[src/rtl/hpu_pkg.sv]
// Shared definitions for the HDC processing unit: hypervector geometry,
// FIFO entry layout and the word-slicing helper used by the output packer.
package hpu_pkg;

  // MSB index of a hypervector; the vector is DIM+1 bits wide.
  localparam int DIM = 1023;

  // Width of one output word on the stream port.
  localparam int OUT_W = 32;

  // Number of output words per hypervector.
  localparam int WORDS = (DIM + 1) / OUT_W;

  // Word index width. A single-word vector still needs a 1-bit index so
  // that the counter has a legal declaration.
  localparam int WIDX_W = (WORDS > 1) ? $clog2(WORDS) : 1;

  // Index of the final word of a vector.
  localparam logic [WIDX_W-1:0] LAST_WIDX = WIDX_W'(WORDS - 1);

  typedef logic [DIM:0] hv_t;

  // One buffered result: the end-of-frame tag travels with its vector.
  typedef struct packed {
    logic last;
    hv_t  vec;
  } hv_entry_t;

  // Word k of a vector, LSB word first.
  function automatic logic [OUT_W-1:0] get_word(input hv_t v,
                                                input logic [WIDX_W-1:0] k);
    return v[int'(k) * OUT_W +: OUT_W];
  endfunction

endpackage

[src/rtl/hv_fifo.sv]
// DEPTH-entry synchronous FIFO of hypervector entries. The head entry and
// the entry behind it are both visible so the packer can preload its output
// registers with the next vector in the same cycle the head is popped.
// A push is accepted while full as long as a pop happens in the same cycle.
module hv_fifo
  import hpu_pkg::*;
#(
  parameter int DEPTH = 2,
  localparam int CNT_W = $clog2(DEPTH + 1),
  localparam int PTR_W = (DEPTH > 1) ? $clog2(DEPTH) : 1
) (
  input  logic             clk,
  input  logic             rst,
  input  logic             push,
  input  hv_entry_t        wdata,
  input  logic             pop,
  output logic             full,
  output logic             empty,
  output logic [CNT_W-1:0] count,
  output hv_entry_t        head,
  output hv_entry_t        head_next
);

  hv_entry_t        mem [DEPTH];
  logic [PTR_W-1:0] head_ptr;
  logic [PTR_W-1:0] tail_ptr;
  logic             do_push;
  logic             do_pop;

  // Pointers advance modulo DEPTH, which need not be a power of two.
  function automatic logic [PTR_W-1:0] ptr_inc(input logic [PTR_W-1:0] p);
    return (p == PTR_W'(DEPTH - 1)) ? '0 : p + PTR_W'(1);
  endfunction

  assign full    = (count == CNT_W'(DEPTH));
  assign empty   = (count == '0);
  assign do_pop  = pop && !empty;
  assign do_push = push && (!full || do_pop);

  assign head      = mem[head_ptr];
  assign head_next = mem[ptr_inc(head_ptr)];

  // Entry storage carries no reset; validity is tracked by count alone.
  always_ff @(posedge clk) begin
    if (do_push) begin
      mem[tail_ptr] <= wdata;
    end
  end

  // Pointer and occupancy bookkeeping; push and pop together leave count as is.
  always_ff @(posedge clk) begin
    if (rst) begin
      head_ptr <= '0;
      tail_ptr <= '0;
      count    <= '0;
    end else begin
      if (do_push) begin
        tail_ptr <= ptr_inc(tail_ptr);
      end
      if (do_pop) begin
        head_ptr <= ptr_inc(head_ptr);
      end
      case ({do_push, do_pop})
        2'b10:   count <= count + CNT_W'(1);
        2'b01:   count <= count - CNT_W'(1);
        default: count <= count;
      endcase
    end
  end

endmodule

[src/rtl/hv_stream_packer.sv]
// Captures full-width hypervector results from the HDC core, buffers them
// and serializes each one LSB word first onto a stream master port. The
// final word of a last-tagged vector carries tlast. Results arriving while
// the buffer is full and not draining are dropped and flagged by a sticky
// overflow bit.
module hv_stream_packer
  import hpu_pkg::*;
#(
  parameter int DIM   = hpu_pkg::DIM,
  parameter int OUT_W = hpu_pkg::OUT_W,
  parameter int DEPTH = 2
) (
  input  logic             clk,
  input  logic             rst,
  input  logic             store,
  input  logic [DIM:0]     core_result,
  input  logic             last,
  output logic [OUT_W-1:0] m_axis_tdata,
  output logic             m_axis_tvalid,
  input  logic             m_axis_tready,
  output logic             m_axis_tlast,
  output logic             overflow,
  output logic             busy
);

  localparam int CNT_W = $clog2(DEPTH + 1);

  // Reject geometries the slicing logic cannot represent. The entry type
  // is fixed by the shared package, so the parameters must agree with it.
  if (((DIM + 1) % OUT_W) != 0) begin : g_bad_word_width
    $error("hv_stream_packer: DIM+1 must be a multiple of OUT_W");
  end
  if (DEPTH < 1) begin : g_bad_depth
    $error("hv_stream_packer: DEPTH must be at least 1");
  end
  if ((DIM != hpu_pkg::DIM) || (OUT_W != hpu_pkg::OUT_W)) begin : g_pkg_mismatch
    $error("hv_stream_packer: DIM/OUT_W must match hpu_pkg");
  end

  localparam logic [0:0] ST_EMPTY  = 1'b0;
  localparam logic [0:0] ST_STREAM = 1'b1;

  logic [0:0]        state;
  logic [0:0]        state_nx;
  logic [WIDX_W-1:0] wcnt;
  logic [WIDX_W-1:0] wcnt_nx;

  logic              fire;
  logic              pop;
  logic              store_ok;
  logic              drop;

  logic              fifo_full;
  logic              fifo_empty;
  logic [CNT_W-1:0]  fifo_count;
  hv_entry_t         head;
  hv_entry_t         head_next;
  hv_entry_t         wr_entry;
  hv_entry_t         out_entry;

  assign wr_entry = {last, core_result};

  // A beat completes on a handshake; the head leaves with its final beat.
  assign fire     = m_axis_tvalid && m_axis_tready;
  assign pop      = fire && (wcnt == LAST_WIDX);

  // A slot freed by this cycle's pop can take a new vector straight away.
  assign store_ok = store && (!fifo_full || pop);
  assign drop     = store && fifo_full && !pop;

  assign busy = !fifo_empty;

  hv_fifo #(
    .DEPTH(DEPTH)
  ) u_fifo (
    .clk       (clk),
    .rst       (rst),
    .push      (store_ok),
    .wdata     (wr_entry),
    .pop       (pop),
    .full      (fifo_full),
    .empty     (fifo_empty),
    .count     (fifo_count),
    .head      (head),
    .head_next (head_next)
  );

  // Work out which vector and word the output registers show next cycle.
  // Looking ahead at the post-pop head is what lets consecutive vectors
  // stream without a bubble and a fresh store appear one cycle later.
  always_comb begin
    state_nx  = state;
    wcnt_nx   = wcnt;
    out_entry = head;
    if (pop) begin
      wcnt_nx = '0;
      if (fifo_count > CNT_W'(1)) begin
        out_entry = head_next;
        state_nx  = ST_STREAM;
      end else if (store_ok) begin
        out_entry = wr_entry;
        state_nx  = ST_STREAM;
      end else begin
        state_nx  = ST_EMPTY;
      end
    end else if (fire) begin
      wcnt_nx = wcnt + WIDX_W'(1);
    end else if (state == ST_EMPTY) begin
      wcnt_nx = '0;
      if (store_ok) begin
        out_entry = wr_entry;
        state_nx  = ST_STREAM;
      end
    end
  end

  // FSM, word counter and registered stream outputs; outputs hold while stalled.
  always_ff @(posedge clk) begin
    if (rst) begin
      state         <= ST_EMPTY;
      wcnt          <= '0;
      m_axis_tvalid <= 1'b0;
      m_axis_tlast  <= 1'b0;
      m_axis_tdata  <= '0;
    end else begin
      state         <= state_nx;
      wcnt          <= wcnt_nx;
      m_axis_tvalid <= (state_nx == ST_STREAM);
      if (state_nx == ST_STREAM) begin
        m_axis_tdata <= get_word(out_entry.vec, wcnt_nx);
        m_axis_tlast <= out_entry.last && (wcnt_nx == LAST_WIDX);
      end else begin
        m_axis_tdata <= '0;
        m_axis_tlast <= 1'b0;
      end
    end
  end

  // Sticky record that at least one result was lost since reset.
  always_ff @(posedge clk) begin
    if (rst) begin
      overflow <= 1'b0;
    end else if (drop) begin
      overflow <= 1'b1;
    end
  end

endmodule

[config.mk]
export PLATFORM = sky130hd
export DESIGN_NAME = hv_stream_packer
export DESIGN_NICKNAME = d
export VERILOG_FILES = /design/src/rtl/hpu_pkg.sv /design/src/rtl/hv_fifo.sv /design/src/rtl/hv_stream_packer.sv
export SDC_FILE = /design/constraint.sdc
export NUM_CORES = 2
export LEC_CHECK = 0
export ABC_AREA = 1
export BUFFER_PORTS_ARGS = -buffer_cell sky130_fd_sc_hd__buf_2
export CAP_MARGIN = 5
export CORE_ASPECT_RATIO = 1.1
export CORE_MARGIN = 1
export CORE_UTILIZATION = 40
export DETAILED_ROUTE_END_ITERATION = 8
export PLACE_DENSITY = 0.7
export SKIP_CTS_REPAIR_TIMING = 1
export SLEW_MARGIN = 20
export SYNTH_ARGS = -nofsm -noshare
export SYNTH_HDL_FRONTEND = slang
export SYNTH_SLANG_ARGS = --single-unit
[constraint.sdc]
create_clock -name clk -period 59.7 [get_ports clk]
set_clock_uncertainty 0.15 [all_clocks]
set_input_delay 11.94 -clock clk [delete_from_list [all_inputs] [get_ports clk]]
set_output_delay 11.94 -clock clk [all_outputs]
set_load 0.02 [all_outputs]
# Yosys cells after proc, flatten, opt, wreduce, memory -nomap -nowiden
# Memories as Yosys holds them, arrays and structs flattened. A register that Yosys moved wholly into a read port is not among the register bits.
# Index checks and enable logic that the tools add are counted.
dict set report word_totals {
  word_cells 58
  in_bits 1029
  n_memories 1
  output_inout_bits 36
  ram_bits 2050
  ff_bits 44
}
# memory depth width read_ports rd_ports_with_merged_regs wr line
set mem_list {}
lappend mem_list {u_fifo.mem 2 1025 2 1 1 hv_fifo.sv:24} ;# hv_entry_t mem [DEPTH];
dict set report classes {
  n_mux 20
  n_shift 1
  n_addsub 5
  n_reduce_logical 16
  magnitude_cmp 1
  n_eq_ne 5
  bitwise 1
}
# op n
set op_table {}
lappend op_table {{1025-bit 2-to-1 mux} 5}
lappend op_table {{1024-bit by 11-bit indexed part select with 32-bit output} 1}
lappend op_table {{5-bit 2-to-1 mux} 3}
lappend op_table {{1-bit 2-to-1 mux} 11}
lappend op_table {{5-bit equality test (second input constant)} 2}
lappend op_table {{1-bit logical AND} 8}
lappend op_table {{5-bit by 1-bit adder with 5-bit output (second input constant)} 1}
lappend op_table {{2-bit equality test (second input constant)} 2}
lappend op_table {{2-bit case mux with 2 select lines} 1}
lappend op_table {{1-bit zero test} 3}
lappend op_table {{1-bit adder (second input constant)} 2}
lappend op_table {{2-bit by 1-bit adder with 2-bit output (second input constant)} 1}
lappend op_table {{2-bit by 1-bit equality test with 1-bit output (second input constant)} 1}
lappend op_table {{2-bit by 1-bit > comparator with 1-bit output (second input constant)} 1}
lappend op_table {{2-bit zero test} 1}
lappend op_table {{1-bit logical OR} 2}
lappend op_table {{2-bit nonzero test} 1}
lappend op_table {{2-bit OR reduction} 1}
lappend op_table {{2-bit by 1-bit subtractor with 2-bit output (second input constant)} 1}
lappend op_table {{1-bit inverter} 1}

# Logic depth before layout (Yosys ltp)
dict set report depth {
  ltp_word 10
  depth_mapped 21
  mapped_depth_nobuf 20
}

# By module
# From an unflattened synthesis, not the netlist that was laid out.
dict set report hier_totals {
  cells_unflattened 11128
  area_unflattened_um2 102228.0
}
# mod cells_each area_per_inst_um2 seq_area_each_um2 n_inst
set by_module_without_submodules {}
lappend by_module_without_submodules {hv_fifo 7669 86504.2 61659.1 1}
lappend by_module_without_submodules {hv_stream_packer 3459 15723.8 800.8 1}

# Worst setup path after synthesis
# No wires, ideal clock.
dict set report synth_timing {
  kind {input -> register}
  start {input port m_axis_tready}
  end {memory u_fifo.mem[1][0] (netlist bit), enable pin}
  arrival_time_ps 55132
  path_stages 7
  setup_slack_ps 1975
  setup_time_ps 2442
  t_required_ps 57108
  n_path_buf 1
  path_cell_list {buf_4 > nand3_2 > nor2_1 > inv_1 > a21oi_1 > inv_1 > nor2_1}
}
dict set report synth_via {
  elab_chain_len 7
  word_cells_on_any_way 9
  classes_between {mux: 2; reduce/logical: 7}
}
# element line
set synth_rtl {}
lappend synth_rtl {{start, declared} hv_stream_packer.sv:20} ;# input logic m_axis_tready,
lappend synth_rtl {{1-bit logical AND} hv_stream_packer.sv:64} ;# assign fire = m_axis_tvalid && m_axis_tready;
lappend synth_rtl {{1-bit logical AND} hv_stream_packer.sv:65} ;# assign pop = fire && (wcnt == LAST_WIDX);
lappend synth_rtl {{1-bit logical AND} hv_fifo.sv:37} ;# assign do_pop = pop && !empty;
lappend synth_rtl {{named net u_fifo.do_pop} hv_fifo.sv:28} ;# logic do_pop;
lappend synth_rtl {{1-bit logical OR} hv_fifo.sv:38} ;# assign do_push = push && (!full || do_pop);
lappend synth_rtl {{1-bit logical AND} hv_fifo.sv:38}
lappend synth_rtl {{1-bit 2-to-1 mux} hv_fifo.sv:45} ;# if (do_push) begin
lappend synth_rtl {{1-bit 2-to-1 mux (not written as such)} hv_fifo.sv:46} ;# mem[tail_ptr] <= wdata;
lappend synth_rtl {{end, declared} hv_fifo.sv:24}
# The timed path passes the listed nets, and every way through them passes these cells.

# Worst setup path in the final report
dict set report layout_timing {
  start {input port m_axis_tready}
  end {memory u_fifo.mem[1][388] (netlist bit), enable pin}
}
# Same word-level chain as after synthesis.

==> run_results.csv <==
group,metric,value,unit
yosys,synth_seq_area_share,0.6959,
yosys,ys.warnings.count,0,
sta,tightestPinTransition,1.314,ns
yosys,synth_fp_nets,9067,
finish,final_cell_mix,"2272 x sky130_fd_sc_hd__nand2_1, 2050 x sky130_fd_sc_hd__edfxtp_1, 1064 x sky130_fd_sc_hd__buf_2",
grt,grt_max_degree,165,
sta,max_slew_margin,0.1147,
pwr,cell_area_power_density,34.08,nW/um2
clocking,clock_tree.buffer_depth,3,
critical_path,critical_path.startpoint_type,"input pin",
yosys,distinct_cells_synth,52,
critical_path,regToRegEndpoint,"u_fifo.mem[1][388]",
sta,rsz_0062_raised_after_global_routing,"no",
yosys,syn_area,89760,um2
finish,fill_cells,20191,
finish,final_layout_size_suffix_gt1_frac,0.1824,
yosys,synth_area_leaders,"sky130_fd_sc_hd__edfxtp_1 69%, sky130_fd_sc_hd__nand2_1 9.5%, sky130_fd_sc_hd__o21ai_0 3.9%, sky130_fd_sc_hd__nand3_1 3.3%, sky130_fd_sc_hd__nor2_1 2.9%",
pwr,static-leakage-power,39.67,nW
floorplan,dieArea,226300,um2
grt,grt_util_all_layers,0.3381,
finish,mostFrequentLayoutCell,"sky130_fd_sc_hd__nand2_1",
pwr,power_report.internal_total,0.002618,W
routing,ant_nets,0,
grt,grt_antenna_before_repair,379,
clocking,clock_tree_from_tritoncts,"done",
pwr,comb_power_share,0.122,
sta,timing.final.hold_violations,0,
grt,globalRouteOverflowTotal,0,
pwr,net_sw_power,0.0009744,W
sta,setup_viol,0,
critical_path,reg2reg_depth,15,
clocking,cts-buffers-inserted,212,
clocking,clk_pin_slew_worst_paths,0.06,ns
floorplan,site_rows,182,
worst_hold_path,hold_crit_path_type,"reg -> reg",
critical_path,crit_path_max_fanout,70,
finish,finalNetCount,9932,
finish,flow.area_growth_from_synthesis,17.44,%
run_status,outcome,"finished, final reports clean",
floorplan,boundaryPins,1065,
pwr,irDropWorstVdd,28.50,uV
critical_path,crit_arrival,17.66,ns
placed_design,post-dp-hpwl,275300,um
sta,post-route-period-util,0.2894,
worst_hold_path,min_from,"overflow",
clocking,clock_latency,0.93,ns
critical_path,worst_ep_required_time,60.08,ns
routing,drc,0,
routing,detail_route.wl_per_cell,32.32,um
floorplan,initial_standard_cell_utilization_of_the_core,0.4018,
sta,report.final.slew_viol_count,0,
placed_design,io_buffer_count,1064,
grt,wire_length_of_the_first_global_routing_pass,525700,um
clocking,htree_levels,4,
routing,route.detailed.vias_per_inst,5.816,
routing,detail_route.iter0.violations,11032,
yosys,synthDominantCellAreaShare,0.6858,
sta,fmaxAchievable,57.87,MHz
floorplan,dieWidth,453.7,um
pwr,pwr-share-clk,0.386,
clocking,cts.root.buffer_cell,"sky130_fd_sc_hd__clkbuf_16",
worst_hold_path,sink_of_the_worst_hold_path,"overflow",
yosys,postSynth.topFlopCell,"sky130_fd_sc_hd__edfxtp_1",
routing,initial_drt_pass_iterations,8,
yosys,synth_seq_cells,2095,
clocking,clock_sinks,2095,
floorplan,fp.dieH,498.8,um
pwr,switching_share,0.2712,
critical_path,reg2reg_slack,52.74,ns
worst_hold_path,worstHoldPathCells,2,
flow_run,max-cap-violations,0,
critical_path,critical_path.reg2reg.startpoint,"wcnt[1]",
floorplan,core-area,223400,um2
finish,finish.utilization,0.4719,
yosys,synth-async-reset-ratio,0,
yosys,post-synth-top-area-cell,"sky130_fd_sc_hd__edfxtp_1",
yosys,number_of_standard_cells_after_synthesis,8032,
grt,grt_pass1_vias,64966,
routing,dr_total_vias,71279,
yosys,synth_enable_flop_cells,2050,
placed_design,gpl.final_weighted_congestion,0.9520,
pwr,power_frac_seq,0.492,
sta,timing.final.crit_period,17.28,ns
sta,final.setup.tns,0,ns
yosys,avgSynthCellArea,11.18,um2
critical_path,end_kind,"flop",
routing,sum_of_routed_wire_length_over_all_layers,396200,um
critical_path,critical_path_class,"in -> reg",
## critical path, stage by stage
cell	delay, ns
sky130_fd_sc_hd__buf_2	0.26
sky130_fd_sc_hd__nand3_2	0.42
sky130_fd_sc_hd__nor2_1	0.36
sky130_fd_sc_hd__inv_1	0.10
sky130_fd_sc_hd__a21oi_1	0.21
sky130_fd_sc_hd__inv_1	0.16
sky130_fd_sc_hd__nor2_4	0.10
sky130_fd_sc_hd__buf_4	0.60
sky130_fd_sc_hd__buf_4	0.92
sky130_fd_sc_hd__buf_4	0.79
sky130_fd_sc_hd__buf_4	0.75
sky130_fd_sc_hd__buf_4	0.83
## state kept, by name (all words and copies together) (netlist names), named ones only
register,count
u_fifo.mem,2050
m_axis_tdata,32
wcnt,5
u_fifo.count,2
m_axis_tlast,1
overflow,1
state,1
u_fifo.head_ptr,1
u_fifo.tail_ptr,1
## synthesized netlist by cell type (all sizes together), types with 2 or more instances
library cell and n:
o311ai 17, a21boi 21, o2111ai 6, buf 302, o211ai 140, o211a 2
inv 167, a31oi 49, and3 2, xor2 2, nor3 3, clkbuf 231
o31ai 31, nand2 2284, edfxtp 2050, nand4 61, a211oi 3, o221ai 6
a32oi 3, or2 101, mux2i 155, nand3 589, o32ai 2, nor2 703
a21oi 298, o21bai 5, o21ai 732, ha 6, dfxtp 45, o22ai 8
## worst max-delay path by stage
stage                     cells past startpoint           from            endpoint
after floorplan                               7  m_axis_tready    u_fifo.mem[1][0]
after global placement                       12  m_axis_tready  u_fifo.mem[1][622]
after detailed placement                     12  m_axis_tready  u_fifo.mem[1][141]
after CTS                                    12  m_axis_tready  u_fifo.mem[1][141]
after global routing                         12  m_axis_tready  u_fifo.mem[1][141]
final                                        12  m_axis_tready  u_fifo.mem[1][388]
## metal layers
metal / GRT usage / share of wire / up-vias
li1: - / - / 30317
met1: 0.4195 / 0.36 / 34622
met2: 0.4911 / 0.43 / 5083
met3: 0.1339 / 0.14 / 1055
met4: 0.2106 / 0.066 / 202
met5: 0 / 0.0033 / -
## power by group through the flow
stage	Sequential, W	Clock, W	Combinational [W]
2_1_floorplan	0.00199	0	0.000200
3_3_place_gp	0.00179	0	0.000420
3_5_place_dp	0.00180	0	0.000427
4_1_cts	0.00177	0.00139	0.000428
5_1_grt	0.00178	0.00144	0.000458
6_report	0.00177	0.00139	0.000439
## metrics by stage
step                hold slack (ns)  setup slack (ns)  area [um2]  power [W]  cells
floorplan                    0.3385             1.975       89760   0.002187   8032
global placement             0.3307             41.49       97620   0.002215  11627
detailed placement           0.3108             41.53       97620   0.002225  11627
CTS                          0.3251             42.51      104800   0.003588  12026
global route                 0.4070             42.22      105200   0.003678  12155
finish                       0.3255             42.42      105400   0.003593  12256
## kinds of logic after synthesis
family,after synthesis,synth area share
multiplexers,155,0.01729
adder cells (fa/ha/maj),6,0.0008364
flip-flops,2095,0.6959
buffers and inverters,701,0.03336
AND/OR/NAND/NOR,3746,0.1703
AO/OA/AOI/OAI,1327,0.08217
XOR/XNOR,2,0.0001952
## area by class of cell
type | count | area [um2] | share of cell area
clock buffer | 253 | 5539 | 0.05254
sequential | 2095 | 62470 | 0.5926
timing repair buffer | 1184 | 6326 | 0.06001
clock inverter | 146 | 1682 | 0.01595
tap | 2944 | 3684 | 0.03494
multi-input combinational | 5236 | 24460 | 0.2320
antenna | 230 | 575.6 | 0.005460
inverter | 168 | 678.2 | 0.006433
Power figures use the tool's default switching activity.
